===== src/rtl/median_window_feeder.sv =====
// median_window_feeder
//   Buffers an upstream 8-bit sample stream in a FIFO and bursts N-sample
//   windows into a 9-tap median core. After each burst it waits for the
//   core's one-cycle result pulse and holds the median on a valid/ready
//   output register. If the pulse never arrives, a sticky error flag is set.
//
// Ports
//   clk, rst          clock (rising edge), async active-high reset
//   s_valid/s_data    upstream sample stream; s_ready = room in FIFO
//   core_in_ready     core can take a new window
//   core_in_valid     registered sample strobe to core (high only while sending)
//   core_in           registered sample to core
//   core_out_ready    one-cycle median-valid pulse from core
//   core_out          median from core
//   m_valid/m_data    captured median, held until m_ready
//   fifo_count        registered FIFO occupancy
//   timeout_err       sticky; set when the core fails to answer in time
module median_window_feeder #(
    parameter int N       = 9,
    parameter int STRIDE  = 9,
    parameter int DEPTH   = 16,
    parameter int TIMEOUT = 15
) (
    input  logic                   clk,
    input  logic                   rst,
    input  logic                   s_valid,
    input  logic [7:0]             s_data,
    output logic                   s_ready,
    input  logic                   core_in_ready,
    output logic                   core_in_valid,
    output logic [7:0]             core_in,
    input  logic                   core_out_ready,
    input  logic [7:0]             core_out,
    output logic                   m_valid,
    output logic [7:0]             m_data,
    input  logic                   m_ready,
    output logic [$clog2(DEPTH):0] fifo_count,
    output logic                   timeout_err
);

    localparam int AW = $clog2(DEPTH);
    localparam int CW = AW + 1;
    localparam int BW = $clog2(N + 1);
    localparam int TW = $clog2(TIMEOUT + 1);

    localparam logic [CW-1:0] N_C       = CW'(N);
    localparam logic [CW-1:0] DEPTH_C   = CW'(DEPTH);
    localparam logic [CW-1:0] STRIDE_C  = CW'(STRIDE);
    localparam logic [AW-1:0] STRIDE_A  = AW'(STRIDE);
    localparam logic [BW-1:0] LAST_BEAT = BW'(N - 1);
    localparam logic [TW-1:0] TMO_LAST  = TW'(TIMEOUT - 1);

    typedef enum logic [2:0] {
        S_IDLE,
        S_WAIT_CORE,
        S_SEND,
        S_WAIT_RES,
        S_HOLD
    } state_t;

    state_t          r_state, w_nxt;
    logic [7:0]      r_mem [DEPTH];
    logic [AW-1:0]   r_wr_ptr, r_rd_ptr;
    logic [CW-1:0]   r_cnt;
    logic [BW-1:0]   r_beat;      // index of the beat currently on core_in
    logic [TW-1:0]   r_tmr;
    logic            r_civ;
    logic [7:0]      r_ci;
    logic            r_m_valid;
    logic [7:0]      r_m_data;
    logic            r_terr;

    logic            w_push, w_start, w_retire, w_capture, w_tmo;
    logic [BW-1:0]   w_peek;
    logic [AW-1:0]   w_rd_addr;
    logic [CW-1:0]   w_cnt_nxt;

    assign s_ready       = !rst && (r_cnt < DEPTH_C);
    assign w_push        = s_valid && s_ready;
    assign w_cnt_nxt     = r_cnt + CW'(w_push) - (w_retire ? STRIDE_C : '0);

    // Beat to load into the output register at the next edge. Samples are
    // only peeked; the read pointer moves once, at the end of the burst.
    assign w_peek        = w_start ? '0 : r_beat + BW'(1);
    assign w_rd_addr     = r_rd_ptr + AW'(w_peek);

    assign core_in_valid = r_civ;
    assign core_in       = r_ci;
    assign m_valid       = r_m_valid;
    assign m_data        = r_m_data;
    assign fifo_count    = r_cnt;
    assign timeout_err   = r_terr;

    always_ff @(posedge clk or posedge rst) begin
        if (rst) r_state <= S_IDLE;
        else     r_state <= w_nxt;
    end

    always_comb begin
        w_nxt     = r_state;
        w_start   = 1'b0;
        w_retire  = 1'b0;
        w_capture = 1'b0;
        w_tmo     = 1'b0;
        case (r_state)
            S_IDLE:
                if (r_cnt >= N_C && !r_m_valid) w_nxt = S_WAIT_CORE;
            S_WAIT_CORE:
                if (core_in_ready) begin
                    w_start = 1'b1;
                    w_nxt   = S_SEND;
                end
            S_SEND:
                if (r_beat == LAST_BEAT) begin
                    w_retire = 1'b1;
                    w_nxt    = S_WAIT_RES;
                end
            S_WAIT_RES:
                // A pulse on the final allowed cycle still wins over timeout.
                if (core_out_ready) begin
                    w_capture = 1'b1;
                    w_nxt     = S_HOLD;
                end else if (r_tmr == TMO_LAST) begin
                    w_tmo = 1'b1;
                    w_nxt = S_IDLE;
                end
            S_HOLD:
                if (r_m_valid && m_ready) w_nxt = S_IDLE;
            default:
                w_nxt = S_IDLE;
        endcase
    end

    // Storage has no reset; pointers and count define what is valid.
    always_ff @(posedge clk) begin
        if (w_push) r_mem[r_wr_ptr] <= s_data;
    end

    always_ff @(posedge clk or posedge rst) begin
        if (rst) begin
            r_wr_ptr  <= '0;
            r_rd_ptr  <= '0;
            r_cnt     <= '0;
            r_beat    <= '0;
            r_tmr     <= '0;
            r_civ     <= 1'b0;
            r_ci      <= '0;
            r_m_valid <= 1'b0;
            r_m_data  <= '0;
            r_terr    <= 1'b0;
        end else begin
            r_cnt <= w_cnt_nxt;
            if (w_push)   r_wr_ptr <= r_wr_ptr + AW'(1);
            if (w_retire) r_rd_ptr <= r_rd_ptr + STRIDE_A;

            if (w_start) begin
                r_civ  <= 1'b1;
                r_ci   <= r_mem[w_rd_addr];
                r_beat <= '0;
            end else if (r_state == S_SEND) begin
                if (w_retire) begin
                    r_civ <= 1'b0;
                end else begin
                    r_ci   <= r_mem[w_rd_addr];
                    r_beat <= w_peek;
                end
            end

            if (w_retire)                  r_tmr <= '0;
            else if (r_state == S_WAIT_RES) r_tmr <= r_tmr + TW'(1);

            if (w_capture) begin
                r_m_valid <= 1'b1;
                r_m_data  <= core_out;
            end else if (r_state == S_HOLD && m_ready) begin
                r_m_valid <= 1'b0;
            end

            if (w_tmo) r_terr <= 1'b1;
        end
    end

endmodule

===== config.mk =====
export PLATFORM = sky130hd
export DESIGN_NAME = median_window_feeder
export DESIGN_NICKNAME = d
export VERILOG_FILES = /design/src/rtl/median_window_feeder.sv
export SDC_FILE = /design/constraint.sdc
export NUM_CORES = 1
export LEC_CHECK = 0
export BUFFER_PORTS_ARGS = -buffer_cell sky130_fd_sc_hd__buf_2
export CORE_UTILIZATION = 47
export CTS_BUF_LIST = sky130_fd_sc_hd__clkbuf_4 sky130_fd_sc_hd__clkbuf_8
export CTS_CLUSTER_SIZE = 14
export DETAILED_ROUTE_END_ITERATION = 10
export SKIP_CTS_REPAIR_TIMING = 1
export SYNTH_ARGS = -nofsm -noshare
export SYNTH_HDL_FRONTEND = slang
export SYNTH_SLANG_ARGS = --single-unit

===== constraint.sdc =====
create_clock -name clk -period 6.85 [get_ports clk]
set_clock_uncertainty 0.1 [all_clocks]
set_input_delay 0.3425 -clock clk [delete_from_list [all_inputs] [get_ports clk]]
set_output_delay 0.3425 -clock clk [all_outputs]
set_load 0.02 [all_outputs]

# Word-level counts from Yosys, hierarchy flattened

Memories as Yosys holds them, arrays and structs flattened.
Index checks and enable logic that the tools add are counted.

Input bits: 22
Memories: 1
Memory bits (writable): 128
Word-level logic and storage cells: 81
Register bits after elaboration: 43
Output and inout port bits: 25

Memory list:

| memory | words | bits a word | read ports | clocked after Yosys merged registers in | wr ports | line | source |
|---|---|---|---|---|---|---|---|
| r_mem  | 16    | 8           | 1          | 0                                       | 1        | 62   | `logic [7:0] r_mem [DEPTH];` |

Order comparisons: 2
Eq/ne operators: 12
$add $sub $neg: 7
Reductions and logical operators: 15
Mux-type cells: 33

Operators by type and width:

| cell                                                                                 | number |
|---|---|
| 4-bit 2-to-1 mux                                                                     | 7 |
| 8-bit 2-to-1 mux                                                                     | 3 |
| 3-bit 2-to-1 mux                                                                     | 6 |
| 1-bit 2-to-1 mux                                                                     | 16 |
| 3-bit case mux with 5 select lines                                                   | 1 |
| 4-bit by 1-bit adder with 4-bit output (second input constant)                       | 3 |
| 2-bit != test (second input constant)                                                | 5 |
| 4-bit == test (second input constant)                                                | 2 |
| 2-bit nonzero test                                                                   | 4 |
| 3-bit by 2-bit == test with 1-bit output (second input constant)                     | 2 |
| 5-bit by 1-bit adder with 5-bit output                                               | 1 |
| 5-bit by 4-bit greater-or-equal comparator with 1-bit output (second input constant) | 1 |
| 1-bit logical AND                                                                    | 5 |
| 5-bit < comparator (second input constant)                                           | 1 |
| 5-bit AND reduction                                                                  | 1 |
| 5-bit by 4-bit subtractor with 5-bit output                                          | 1 |
| 4-bit adder                                                                          | 1 |
| 4-bit adder (second input constant)                                                  | 1 |
| 2-bit AND reduction                                                                  | 2 |
| 3-bit by 1-bit == test with 1-bit output (second input constant)                     | 1 |
| 3-bit == test (second input constant)                                                | 1 |
| 3-bit zero test                                                                      | 1 |
| 3-bit != test (second input constant)                                                | 1 |
| 1-bit zero test                                                                      | 2 |

# Depth between registers and ports, before layout

Gate-level depths: netlist (run 1).
An unclocked memory read counts as a cell.

Depth in word-level cells: 8
Gate-level depth with buffers: 13

# Worst setup path after synthesis (run 1)

OpenSTA, ideal clock, no wires.

Path type: reg-to-reg
From: register r_state[1]
To: register r_ci[4], in the netlist core_in[4]
Slack: 3.747 ns
Path buffers: 3
Arrival time: 2.880 ns
Stages on the path, launching flop included: 13
Required time: 6.627 ns
Setup time: 0.123 ns
Cells stage by stage: dfrtp_1 buf_6 and2b_2 and2_1 clkbuf_1 nor2_1 ha_1 fa_1 clkbuf_1 mux4_2 mux2i_1 nand2_1 o221a_1

Cells in the longest elaborated chain, start to end: 8

Ends and longest elaborated chain:

| element                                  | line | source |
|---|---|---|
| start: declaration                       | 61   | `state_t r_state, w_nxt;` |
| start signal: assignment                 | 96   | `else r_state <= w_nxt;` |
| 3-bit by 1-bit == test with 1-bit output | 105  | `case (r_state)` |
| 1-bit 2-to-1 mux                         | 105  |  |
| 4-bit 2-to-1 mux                         | 84   | `assign w_peek = w_start ? '0 : r_beat + BW'(1);` |
| 4-bit adder                              | 85   | `assign w_rd_addr = r_rd_ptr + AW'(w_peek);` |
| memory read 16 x 8 bit                   | --   |  |
| 8-bit 2-to-1 mux                         | 161  | `if (w_retire) begin` |
| 8-bit 2-to-1 mux                         | 160  | `end else if (r_state == S_SEND) begin` |
| 8-bit 2-to-1 mux                         | 156  | `if (w_start) begin` |
| end signal: assignment                   | 158  | `r_ci <= r_mem[w_rd_addr];` |
| end signal: assignment                   | 164  | `r_ci <= r_mem[w_rd_addr];` |
| end: declaration                         | 68   | `logic [7:0] r_ci;` |

Several ways; a longest one is shown, not always the timed one. The select of a mux whose other input is x is not followed.
A chain may end at the register's enable or synchronous reset.

# Worst setup path after layout (run 1)

From: register r_state[1]
To: register r_ci[7], in the netlist core_in[7]

The elaborated chain is that of the path after synthesis.

==> metrics, run 1 <==
slew margin rel. 36.5%; syn_area_per_cell 17.0 um^2; H-tree Lvls 4; fin crit share 48.4%; final hold vios 8; PortBufs 46; Reg-to-Reg Start r_state[1]; pwr dens 448 nW/um^2; multi-input logic area 2120 um^2; slowest CP cell dfrtp_1; failing checks DRC, hold timing; status complete, but fails checks; Cell variety after synth 37; fin crit period 3.31 ns; path type of the worst setup path flip-flop to flip-flop; Setup-failing EPs final 0; vias in the first global route 3904; Slew @ Worst Pin 0.951 ns; Synth area leaders edfxtp_1 (54%), dfrtp_1 (15%), mux4_2 (10%), ha_1 (3.1%), mux2i_1 (2.4%); cells after synthesis 422; io pins 47; Initial Util 48.8%; sequential cell area roughly 4900 um^2; clock transition at the registers of the reported paths 0.09 ns; largest net degree at the start of global routing 44; Via-to-Cell Ratio 5.48; Crit path largest cell delay 0.48 ns; Post-synth ARST share between 20% and 30%; fill count ~1100; Overflow after GRT 0; worst path arrival time 3.56 ns; CP required 7.10 ns; Detailed Routing Iterations Pass 1 8; number of routed nets with antenna violations 0; worst setup path endpoint core_in[7]; Yosys top cell by area edfxtp_1; Clock Latency Late Sink 0.46 ns; Worst Setup End Kind flip-flop; Tot GR Track Use 19.6%; CTS sink cnt roughly 170; Fin Hold WS -0.00737 ns; clk buf depth 2; Syn Nets 464; fin. max-slew vios 0; first-pass GRT wire length about 22000 um; final setup TNS 0 ns; vias after detailed routing roughly 3700; Leakage Power 2.92 nW; flops & latches, synth 171; Netlist Area Pre-Place 7180 um^2; RSZ-0062 raised after global routing false; placer's final routability congestion estimate 0.744; CP Launch Type flip-flop; nets@finish 525; CP cell instances and2b_2, and2_1, nor2_1, ha_2, fa_1, buf_4, mux4_2, mux2i_1, nand4_1, o221a_1; DP Worst Slack 3.54 ns; CTS tree yes; RR Endpoint core_in[7]; Max Cap Viol 0; Commonest cells post-synth edfxtp_1 (128), dfrtp_1 (43), mux4_2 (32); row count 44; share of cells above drive strength 1 around a quarter; cell with the most instances after synthesis edfxtp_1; hpwl dp roughly 9000 um; Fmax 0.302 GHz; post-synthesis sequential area ratio between 60 and 70%; Worst Hold Class primary input to async pin; Synth Warn # 0; Die ar. 15800 um^2; Num CTS Buffers 17; share of the synthesized area in the top cell type 53.5%; CP max FO 32; Die X 126 um; Post-Layout Cell Count between 600 and 700; prevailing post-synth register cell edfxtp_1; number of flops mapped to enable cells by yosys 128; P&R area growth vs syn 12.5%; Initial DRC Count 240; final WL 14100 um; routed length per instance around 21 um; Setup WS post-layout 3.54 ns; Placed Instances 640; Reg2Reg Depth 10; antenna violations before repair 1; worst setup path startpoint r_state[1]; Reg2Reg Setup Slack 3.54 ns; DR DRC count 16; DIE HEIGHT 126 um; Worst IR Drop VDD 444 uV; core area 14700 um^2; Clock Root Buffer clkbuf_8
-- state kept, by name, indices dropped and copies added, names as in the netlist --
register	count
fifo_count	5
m_valid	1
timeout_err	1
m_data	8
r_mem	128
r_beat	4
r_wr_ptr	4
r_rd_ptr	4
r_tmr	4
core_in	8
core_in_valid	1
r_state	3
-- layout make-up --
cell class	count	area share, %
Clock inverter	11	1.66
Multi-Input combinational cell	222	26.3
Timing Repair Buffer	57	4.12
Antenna cell	1	0.0310
Tap cell	184	2.85
Sequential cell	171	60.9
Inverter	14	0.651
Clock buffer	21	3.50
-- layer usage --
layer	global-route usage (%)	vias up	wire length, um
met5	0	-	0
met1	26.9	1913	6530
li1	-	1735	-
met3	4.96	14	446
met4	6.60	0	196
met2	30.6	67	6890
-- worst min-delay path by stage --
| stage | from | endpoint | slack [ns] | depth (start not counted) |
|---|---|---|---|---|
| global placement | timeout_err | timeout_err | 0.35 | 2 |
| floorplan | s_data[0] | r_mem[0][0] | 0.34 | 0 |
| global route | core_out[3] | m_data[3] | 0.002 | 2 |
| finish | rst | r_tmr[0] | -0.007 | 2 |
| detailed placement | timeout_err | timeout_err | 0.36 | 2 |
| CTS | core_out[2] | m_data[2] | -0.02 | 2 |
-- layout by cell type (no fill, tap or decap), drive strengths merged, types with 6 or more instances in the layout --
master	synthesis	routed
buf	10	49
o21ai	6	6
nand4	9	9
mux4	32	32
nor2	14	14
mux2	8	8
dlygate4sd3	0	8
dfrtp	43	43
o221a	8	8
mux2i	17	17
inv	14	18
clkbuf	5	21
nand3	10	10
nand2	32	32
xnor2	14	14
edfxtp	128	128
a21oi	9	9
and2	20	20
ha	18	18
-- power breakdown --
group          internal (W)  switching (W)
clock              0.000363       0.000366
combinational      0.000729       0.000800
sequential          0.00125       0.000109
-- logic make-up after synthesis --
group / Yosys count / synth area share (%)
simple gates: 97 / 6.87
flops: 171 / 68.5
mux: 57 / 13.7
fa+ha+maj: 20 / 3.70
compound gates: 31 / 3.12
buf+inv: 29 / 2.04
xor+xnor: 17 / 2.07
-- worst max-delay path: cells and delay by family, from the launching register on --
family                     cells  cell delay, ns
and+or+nand+nor                4            0.77
adders and majority gates      2            0.67
muxes                          2            0.56
DFF                            1            0.48
buffers and inverters          1            0.41
AOI/OAI and AO/OA              1            0.20
-- stage by stage --
step | total power [W] | area (um^2) | util (%)
after floorplan | 0.00258 | 7180 | -
after global placement | 0.00291 | 7580 | 51.5
after detailed placement | 0.00294 | 7580 | 51.5
after CTS | 0.00367 | 7990 | 54.4
after global routing | 0.00385 | 8070 | 54.9
final | 0.00362 | 8080 | 54.9
(Power assumes the default switching activity.)
==> run 2, diff against run 1 <==
- clock period: 6.85 -> 3.4 ns (I/O delays scaled with it)
==> run 2 against run 1 <==
Against the previous run:
- the run ends with DRC left
- total power grew 100%
- routed wire length grew 3.3%
- register-to-register slack lost 3.2 ns
- non-clock buffer count grew 10
- core utilization grew 0.67 points
==> metrics, run 2 (same netlist as run 1, synthesis figures left out) <==
placer's final routability congestion estimate 0.787 (+5.8%); nets@finish 535 (+1.9%); pwr dens 904 nW/um^2 (+100%); Worst IR Drop VDD 501 uV (+13%); CTS tree yes; clock transition at the registers of the reported paths 0.10 ns (about the same); met1 Use GR 27.7% (+0.78 points); number of routed nets with antenna violations 0 (unchanged); Setup-failing EPs final 0 (unchanged); PortBufs 46 (unchanged); Initial DRC Count 251 (+4.6%); slowest CP cell fa_1; Crit path largest cell delay 0.53 ns (+0.05 ns); fin util 55.6% (+0.67 points); Via-to-Cell Ratio 5.54 (+1.1%); DP Worst Slack 0.296 ns (-3.24 ns); failing checks DRC; vias in the first global route 3821 (-2.1%); fin. max-slew vios 0 (unchanged); routed length per instance 21.1 um (+2.0%); CP top delay family simple AND/OR/NAND/NOR gates; Die ar. 15800 um^2 (unchanged); met2 GRT Util 30.6% (unchanged); Fmax 0.323 GHz (+7.1%); path type of the worst setup path flip-flop to flip-flop; core area 14700 um^2 (unchanged); Worst Setup End Kind flip-flop; final setup TNS 0 ns (unchanged); antenna violations before repair 0 (-1); vias after detailed routing 3821 (+2.5%); CTS sink cnt 171 (unchanged); hpwl dp 9260 um (-0.15%); DR DRC count 8 (-8); most used routing layer met2; final hold vios 0 (-8); commonest non-fill, non-tap cell in the layout edfxtp_1; Tot GR Track Use 19.8% (+0.19 points); Max Cap Viol 0 (unchanged); Num CTS Buffers 17 (unchanged); Slew @ Worst Pin 0.970 ns (+0.0195 ns); Clock Root Buffer clkbuf_8; CP cell instances and2b_2, and2_1, nor2_1, ha_2, fa_1, buf_12, mux4_2, mux2i_1, nand4_1, o221a_1; row count 44 (unchanged); clk buf depth 2 (unchanged); first-pass GRT wire length 22500 um (+1.2%); fin crit period 3.09 ns (-0.219 ns); CP required 3.65 ns (-3.45 ns); largest net degree at the start of global routing 44 (unchanged); CP max FO 32 (unchanged); Die X 126 um (unchanged); max FFs per register 128 (unchanged); status complete, but fails checks; fin crit share 91.0% (+43 points); H-tree Lvls 4 (unchanged); cell area after layout 8180 um^2 (+1.2%); most frequent cells in the layout edfxtp_1 (128), buf_2 (46), dfrtp_1 (43), mux4_2 (32), nand2_1 (31); DIE HEIGHT 126 um (unchanged); share of cells above drive strength 1 25.9% (-0.12 points); Leakage Power 2.97 nW (+1.6%); Detailed Routing Iterations Pass 1 7 (-1); Antenna diodes 0 (-1); P&R area growth vs syn 13.9%; Overflow after GRT 0 (unchanged); worst path arrival time 3.35 ns (-0.21 ns); total power 0.00739 W (+100%); Initial Util 48.8% (unchanged); io pins 47 (unchanged); Clock Latency Late Sink 0.46 ns (about the same); slew margin rel. 35.2% (-1.3 points); Setup WS post-layout 0.306 ns (-3.23 ns); final WL 14500 um (+3.3%); Worst Hold Class primary input to flip-flop; RSZ-0062 raised after global routing false; Placed Area 7630 um^2 (+0.69%); Most flops, register r_mem; met3 usage 4.07% (-0.90 points); CP Launch Type flip-flop; Critical path buffers and inverters 1 (unchanged)
run 2: metrics by stage:
stage	hold slack, ns	cells
global placement	0.305	642
finish	0.0120	690
detailed placement	0.307	642
floorplan	0.169	422
global route	0.00421	690
CTS	-0.190	674
run 2: layout make-up:
class,instances,area [um^2]
inverters,14,52.6
flip-flops and latches,171,4920
multi-input cells,222,2120
fillers,1177,6520
clock inverters,14,138
well taps,184,230
clock buffers,18,248
repair buffers,67,465
run 2: path summary, 6_finish.rpt:
| check | slack (ns) | end | depth (start not counted) | from |
|---|---|---|---|---|
| hold / removal | 0.01 | r_mem[10][2] | 1 | s_data[2] |
| setup reg to reg | 0.31 | core_in[5] | 10 | r_state[2] |
| min in group asynchronous | 0.39 | fifo_count[4] | 3 | rst |
| hold reg to reg | 0.37 | timeout_err | 2 | timeout_err |
| setup / recovery | 0.31 | core_in[5] | 10 | r_state[2] |
| max in group asynchronous | 2.21 | r_beat[3] | 3 | rst |
run 2: routing by layer:
| metal | up-vias | wire length [um] |
|---|---|---|
| li1 | 1753 | - |
| met1 | 1936 | 6670 |
| met2 | 114 | 6940 |
| met3 | 18 | 673 |
| met4 | 0 | 242 |
| met5 | - | 0 |
run 2: power breakdown:
part | switching [W] | internal, W | total, W | leakage, nW
Sequential | 0.000208 | 0.00253 | 0.00273 | 1.67
Clock | 0.000789 | 0.000617 | 0.00141 | 0.202
Combinational | 0.00166 | 0.00159 | 0.00325 | 1.10
Total | 0.00266 | 0.00473 | 0.00739 | 2.97
==> run 3, diff against run 2 <==
- CORE_MARGIN: default -> 5
==> run 3 against run 2 <==
Against the previous run:
- the run now ends clean
- register-to-register slack worse by 0.09 ns
- cell count up 0.87%
- combinational power about the same
- critical path depth unchanged
- sequential share of layout area about the same
- hold slack better by 0.029 ns
- global-route usage down 2.5 points
- total power down 1.3%
- core utilization down 1.5 points
- die area up 13%
- clock-buffer cell count up 2
- first-iteration DRC count up 29%
- largest power group unchanged
==> metrics, run 3 (same netlist as run 1, synthesis figures left out) <==
status complete, no violations; Setup-failing EPs final 0 (unchanged); nets@finish 537 (+0.37%); row count 45 (+2.3%); H-tree Lvls 4 (unchanged); most frequent cells in the layout edfxtp_1 (128), buf_2 (46), dfrtp_1 (43), mux4_2 (32), nand2_1 (31); Worst IR Drop VDD 783 uV (+56%); first-pass GRT wire length 22800 um (+1.6%); commonest non-fill, non-tap cell in the layout edfxtp_1; CP max FO 32 (unchanged); Reg2Reg Depth 10 (unchanged); fin crit share 93.6% (+2.6 points); final setup TNS 0 ns (unchanged); fin crit period 3.18 ns (+0.0889 ns); Placed Area 7630 um^2 (about the same); CTS tree yes; share of cells above drive strength 1 25.6% (-0.30 points); Most flops, register r_mem; antenna violations before repair 0 (unchanged); number of routed nets with antenna violations 0 (unchanged); DIE HEIGHT 134 um (+6.4%); Hold Path Stages 1 (unchanged); Die X 134 um (+6.4%); worst path arrival time 3.41 ns (+0.06 ns); Slew @ Worst Pin 0.987 ns (+0.0165 ns); fill count 1195 (+1.5%); Detailed Routing Iterations Pass 1 6 (-1); cell area after layout 8170 um^2 (about the same); CP required 3.63 ns (-0.02 ns); Setup WS post-layout 0.217 ns (-0.0889 ns); clock transition at the registers of the reported paths 0.09 ns (about the same); clk buf depth 2 (unchanged); DR DRC count 0 (-8); Fmax 0.314 GHz (-2.8%); P&R area growth vs syn 13.8% (about the same); routed length per instance 20.8 um (-1.2%); CP Launch Type flip-flop; io pins 47 (unchanged); vias in the first global route 3911 (+2.4%); RR Endpoint core_in[7]; Overflow after GRT 0 (unchanged); path type of the worst setup path flip-flop to flip-flop; Num CTS Buffers 17 (unchanged); pwr dens 893 nW/um^2 (-1.3%); DP Worst Slack 0.265 ns (-0.0315 ns); vias after detailed routing 3825 (+0.10%); Tot GR Track Use 17.2% (-2.5 points); core area 15100 um^2 (+2.7%); Worst Setup End Kind flip-flop; Max Cap Viol 0 (unchanged); Leakage Power 2.95 nW (-0.57%); min-delay src s_data[7]; PortBufs 46 (unchanged); Clock Root Buffer clkbuf_8; Clock Latency Late Sink 0.44 ns (-0.02 ns); Worst Hold Class primary input to flip-flop; CTS sink cnt 171 (unchanged); Reg2Reg Setup Slack 0.22 ns (-0.09 ns); RSZ-0062 raised after global routing false; Initial Util 47.6% (-1.3 points); sequential cell area 4920 um^2 (unchanged); fin util 54.1% (-1.5 points); Die ar. 17800 um^2 (+13%); final hold vios 0 (unchanged); placer's final routability congestion estimate 0.774 (-1.6%); multi-input logic area 2120 um^2 (unchanged); total power 0.00729 W (-1.3%); fin. max-slew vios 0 (unchanged); Reg-to-Reg Start r_state[2]; largest net degree at the start of global routing 44 (unchanged); slew margin rel. 34.1% (-1.1 points); hpwl dp 9260 um (about the same); final WL 14500 um (-0.36%); WHS Endpoint r_mem[2][7]; Antenna diodes 0 (unchanged); Via-to-Cell Ratio 5.50 (-0.76%); max FFs per register 128 (unchanged); Initial DRC Count 324 (+29%)
[run 3: cell types whose count changed in the layout (fill, tap and decap cells not counted), sizes merged]
cell / before / now
dlygate4sd3: 16 / 18
clkbuf: 18 / 20
inv: 19 / 18
clkinvlp: 0 / 3
clkinv: 8 / 5
bufinv: 1 / 0
[run 3: metal layers]
metal / wire length, um / track usage, %
met5: 0 / 0
met4: 157 / 4.80
met3: 874 / 4.68
met2: 6960 / 27.0
met1: 6490 / 24.1
[run 3: stage by stage]
step,std cells,hold slack (ns)
after floorplan,422,0.169
after global placement,646,0.305
after detailed placement,646,0.306
after CTS,678,-0.180
after global routing,696,0.00470
final,696,0.0409
[run 3: critical path: stages, from the launching register on]
cell,delay [ns]
dfrtp_1,0.43
and2b_2,0.27
and2_1,0.25
nor2_1,0.08
ha_2,0.18
fa_1,0.53
buf_12,0.24
mux4_2,0.34
mux2i_1,0.24
nand2_1,0.13
o221a_1,0.27
[run 3: report_power, final]
part           total (W)  internal (W)  switching (W)
logic            0.00328       0.00159        0.00169
registers        0.00274       0.00253       0.000210
clock network    0.00128      0.000549       0.000732
[run 3: worst max-delay path by stage]
stage                          start          to  slack, ns  depth (start not counted)
after global routing      r_state[0]  core_in[1]       0.13                         10
final                     r_state[2]  core_in[7]       0.22                         10
after global placement    r_state[2]  core_in[1]       0.33                         10
after detailed placement  r_state[2]  core_in[1]       0.26                         10
after floorplan           r_state[1]  core_in[4]       0.30                         12
after CTS                 r_state[2]  core_in[1]       0.25                         10
[run 3: area by class of cell]
class | count | share of cell area (%)
Tap cell | 188 | 2.88
Timing Repair Buffer | 69 | 5.94
Inverter | 14 | 0.643
Multi-Input combinational cell | 222 | 26.0
Clock buffer | 20 | 3.22
Sequential cell | 171 | 60.2
Clock inverter | 12 | 1.12
